File: src/rtl/module_project_one.sv
// Two-input truth-table cell: per-input synchroniser chains, table lookup, registered output z.
// Defining MODULE_PROJECT_ONE_FILTER_EN adds a stability filter that holds z until a new result persists.
module module_project_one #(
    parameter logic [3:0] TRUTH_TABLE = 4'b0110,
    parameter int         SYNC_STAGES = 2,
    parameter logic       RESET_Z     = 1'b0,
    parameter int         FILTER_LEN  = 4
) (
    input  logic clk,
    input  logic rst_n,
    input  logic x,
    input  logic y,
    output logic z
);

    if (SYNC_STAGES < 0 || SYNC_STAGES > 4) begin : gBadSyncStages
        $error("module_project_one: SYNC_STAGES must be in 0..4");
    end

    if (FILTER_LEN < 1 || FILTER_LEN > 255) begin : gBadFilterLen
        $error("module_project_one: FILTER_LEN must be in 1..255");
    end

    logic xs;
    logic ys;
    logic r;

    if (SYNC_STAGES == 0) begin : gNoSync
        assign xs = x;
        assign ys = y;
    end else begin : gSync
        logic [SYNC_STAGES-1:0] xSync_q;
        logic [SYNC_STAGES-1:0] ySync_q;

        // Bit 0 captures the raw input; the highest bit feeds the lookup.
        always_ff @(posedge clk) begin
            if (!rst_n) begin
                xSync_q <= '0;
                ySync_q <= '0;
            end else begin
                xSync_q[0] <= x;
                ySync_q[0] <= y;
                for (int i = 1; i < SYNC_STAGES; i++) begin
                    xSync_q[i] <= xSync_q[i-1];
                    ySync_q[i] <= ySync_q[i-1];
                end
            end
        end

        assign xs = xSync_q[SYNC_STAGES-1];
        assign ys = ySync_q[SYNC_STAGES-1];
    end

    assign r = TRUTH_TABLE[{xs, ys}];

    logic z_q;
    logic z_d;

`ifdef MODULE_PROJECT_ONE_FILTER_EN
    localparam int CntW = (FILTER_LEN < 1) ? 1 : $clog2(FILTER_LEN + 1);
    localparam logic [CntW-1:0] CntLast = CntW'(FILTER_LEN - 1);

    logic [CntW-1:0] cnt_q;
    logic [CntW-1:0] cnt_d;

    // Any edge where r agrees with z restarts the run of differing edges.
    always_comb begin
        z_d   = z_q;
        cnt_d = cnt_q;
        if (r == z_q) begin
            cnt_d = '0;
        end else if (cnt_q == CntLast) begin
            z_d   = r;
            cnt_d = '0;
        end else begin
            cnt_d = cnt_q + CntW'(1);
        end
    end

    always_ff @(posedge clk) begin
        if (!rst_n) begin
            z_q   <= RESET_Z;
            cnt_q <= '0;
        end else begin
            z_q   <= z_d;
            cnt_q <= cnt_d;
        end
    end
`else
    always_comb begin
        z_d = r;
    end

    always_ff @(posedge clk) begin
        if (!rst_n) begin
            z_q <= RESET_Z;
        end else begin
            z_q <= z_d;
        end
    end
`endif

    assign z = z_q;

endmodule

File: config.mk
export PLATFORM = sky130hd
export DESIGN_NAME = module_project_one
export DESIGN_NICKNAME = d
export VERILOG_FILES = /design/src/rtl/module_project_one.sv
export SDC_FILE = /design/constraint.sdc
export NUM_CORES = 1
export LEC_CHECK = 0
export CORE_AREA = 2 2 39 41
export CTS_BUF_LIST = sky130_fd_sc_hd__clkbuf_2
export DETAILED_ROUTE_END_ITERATION = 6
export DIE_AREA = 0 0 41 43
export SLEW_MARGIN = 25
export SYNTH_ARGS = -nofsm -noshare
export SYNTH_HDL_FRONTEND = slang
export SYNTH_SLANG_ARGS = --single-unit
File: constraint.sdc
create_clock -name clk -period 1.1 [get_ports clk]
set_clock_uncertainty 0.1 [all_clocks]
set_input_delay 0.275 -clock clk [delete_from_list [all_inputs] [get_ports clk]]
set_output_delay 0.275 -clock clk [all_outputs]
set_load 0.01 [all_outputs]
==> results.toml <==
[global_routing]
grt_max_degree = 6
antenna_found_initial = 0
grt_overflow_total = 0
grt_pass1_wl_um = 351
globalRouteTotalUtil_pct = 4.13
grt_pass1_vias = 93

[synth]
syn_area_um2 = 140
synth_cell_types = 3
syn_inst = 11
synth.avg_cell_area_um2 = 12.7
synth_nets = 15
yosysWarnings = 0
ys_ff_latch = 5
seq_area_frac_synth_pct = 71.4

[sta]
finalSetupTns_ps = 0
finalSetupViolCount = 0
worstMarginPinSlew_ps = 129
rsz0062_at_grt = "no"
slew_headroom_pct = 91.4
min_period_over_period_pct = 90.7
finalHoldViolations = 0
fin_crit_ps = 998
setup_ws_ps = 102
drv_slew = 0
fmax_mhz = 1000
hold_slack_ps = 324

[route]
antenna_left = 0
drc = 0
drt-total-wl_um = 169
first_pass_iters = 2
wire_per_inst_um = 4.83
viasPerCell = 2.60
drt_first_iter_violations = 1
num_vias = 91

[clocking]
cts-resized-gates = 4
cts_root_buf = "clkbuf_2"
clk_pin_slew_ps = 50
clk_path_buf_depth = 2
postCtsSetupRepairBufs = 0
cts_buffers = 3
clkLatencyLatePin_ps = 210
cts_num_sinks = 5
cts_tree = "done"
cts_hold_buffers = 0
cts-htree-levels = 1

[worst_setup_path]
endpoint_kind = "primary output"
path_cells = "buf_2"
worstSetupPathType = "flip-flop to primary output"
cp_num_buf_inv = 1
crit_family = "flip-flops"
arrival_ps = 620
slowest_stage = "dfxtp_1"
worstSetupStartpointType = "flip-flop"
worstPathRequired_ps = 720
critPathMaxStageDelay_ps = 290
crit_fanout = 1

[power_and_ir_drop]
power.density_mw_per_mm2 = 1740
power.total_mw = 0.375
ir_drop_mv = 0.627
p_leak_nw = 0.0966

[cells_and_area]
final_cells = 35
areaGrowthSynthToFinish_pct = 53.6
num_antenna_cells = 0
drive_above_1_share_pct = 26.3
nNetsFinal = 24
fillers = 157

[status]
status = "finished, final reports clean"

[placed_design]
dp_cells = 31
place.gp.congestion = 0.530
portBuffers = 4
post-place-ws_ps = -81.8

[hold_path]
hp-class = "flip-flop to flip-flop"

[floorplan]
fp.dieH_um = 43
pin_count = 5
core_area_mm2 = 0.00138
num_rows = 14
die-area_mm2 = 0.00176
start_util_pct = 10.1
die_w_um = 41

[run]
maxCapViolations = 0
==> state kept, by name, indices dropped and copies added, names as in the netlist <==
signal	cells
z	1
gSync.ySync_q	2
gSync.xSync_q	2
==> worst paths after layout <==
| path | start | endpoint | slack (ps) | depth (start not counted) |
|---|---|---|---|---|
| setup reg to reg | gSync.xSync_q[1]$_SDFF_PN0_ | z$_SDFF_PN0_ | 310 | 2 |
| setup / recovery | z$_SDFF_PN0_ | z | 100 | 1 |
| hold reg to reg | gSync.ySync_q[0]$_SDFF_PN0_ | gSync.ySync_q[1]$_SDFF_PN0_ | 320 | 1 |
| hold / removal | gSync.ySync_q[0]$_SDFF_PN0_ | gSync.ySync_q[1]$_SDFF_PN0_ | 320 | 1 |
==> Yosys cell counts <==
cell type | instances | area share [%]
dfxtp_1 | 5 | 71
xor2_1 | 1 | 6.3
and2_1 | 5 | 22
==> layout by cell type (no fill, tap or decap), drive strengths merged <==
cell type,Yosys,routed
and2,5,5
dfxtp,5,5
clkbuf,0,4
clkdlybuf4s50,0,3
xor2,1,1
buf,0,1
==> area by class of cell <==
| cell class | instances | area [um2] | area share [%] |
|---|---|---|---|
| Sequential cell | 5 | 100 | 46.5 |
| Multi-Input combinational cell | 6 | 40.0 | 18.6 |
| Timing Repair Buffer | 4 | 35.0 | 16.3 |
| Clock buffer | 4 | 20.0 | 9.30 |
| Tap cell | 16 | 20.0 | 9.30 |
==> per-stage QoR <==
step	utilization (%)	instance area, um2
after global routing	15.6	215
after global placement	14.5	200
after detailed placement	14.5	200
final	15.6	215
after floorplan	-	140
after CTS	15.6	215
==> metal layers <==
metal | vias up | part of all wire (%) | global-route usage [%]
met3 | 0 | 16 | 9.42
met4 | 0 | 0 | 2.00
li1 | 49 | - | -
met5 | - | 0 | 0
met1 | 37 | 49 | 3.25
met2 | 5 | 34 | 3.13
==> report_power, final <==
part           internal (mW)  total [mW]  leakage (nW)  switching (mW)
Combinational         0.0155      0.0212        0.0387         0.00570
Sequential             0.190       0.192        0.0413         0.00201
Clock                 0.0962       0.162        0.0166          0.0658
==> cell families after synthesis <==
kind of cell     count (synthesis)  synth area share [%]
flip-flops                       5                  71.4
AND/OR/NAND/NOR                  5                  22.3
XOR/XNOR                         1                  6.25
Note: power is estimated with default switching activity, not from simulation.
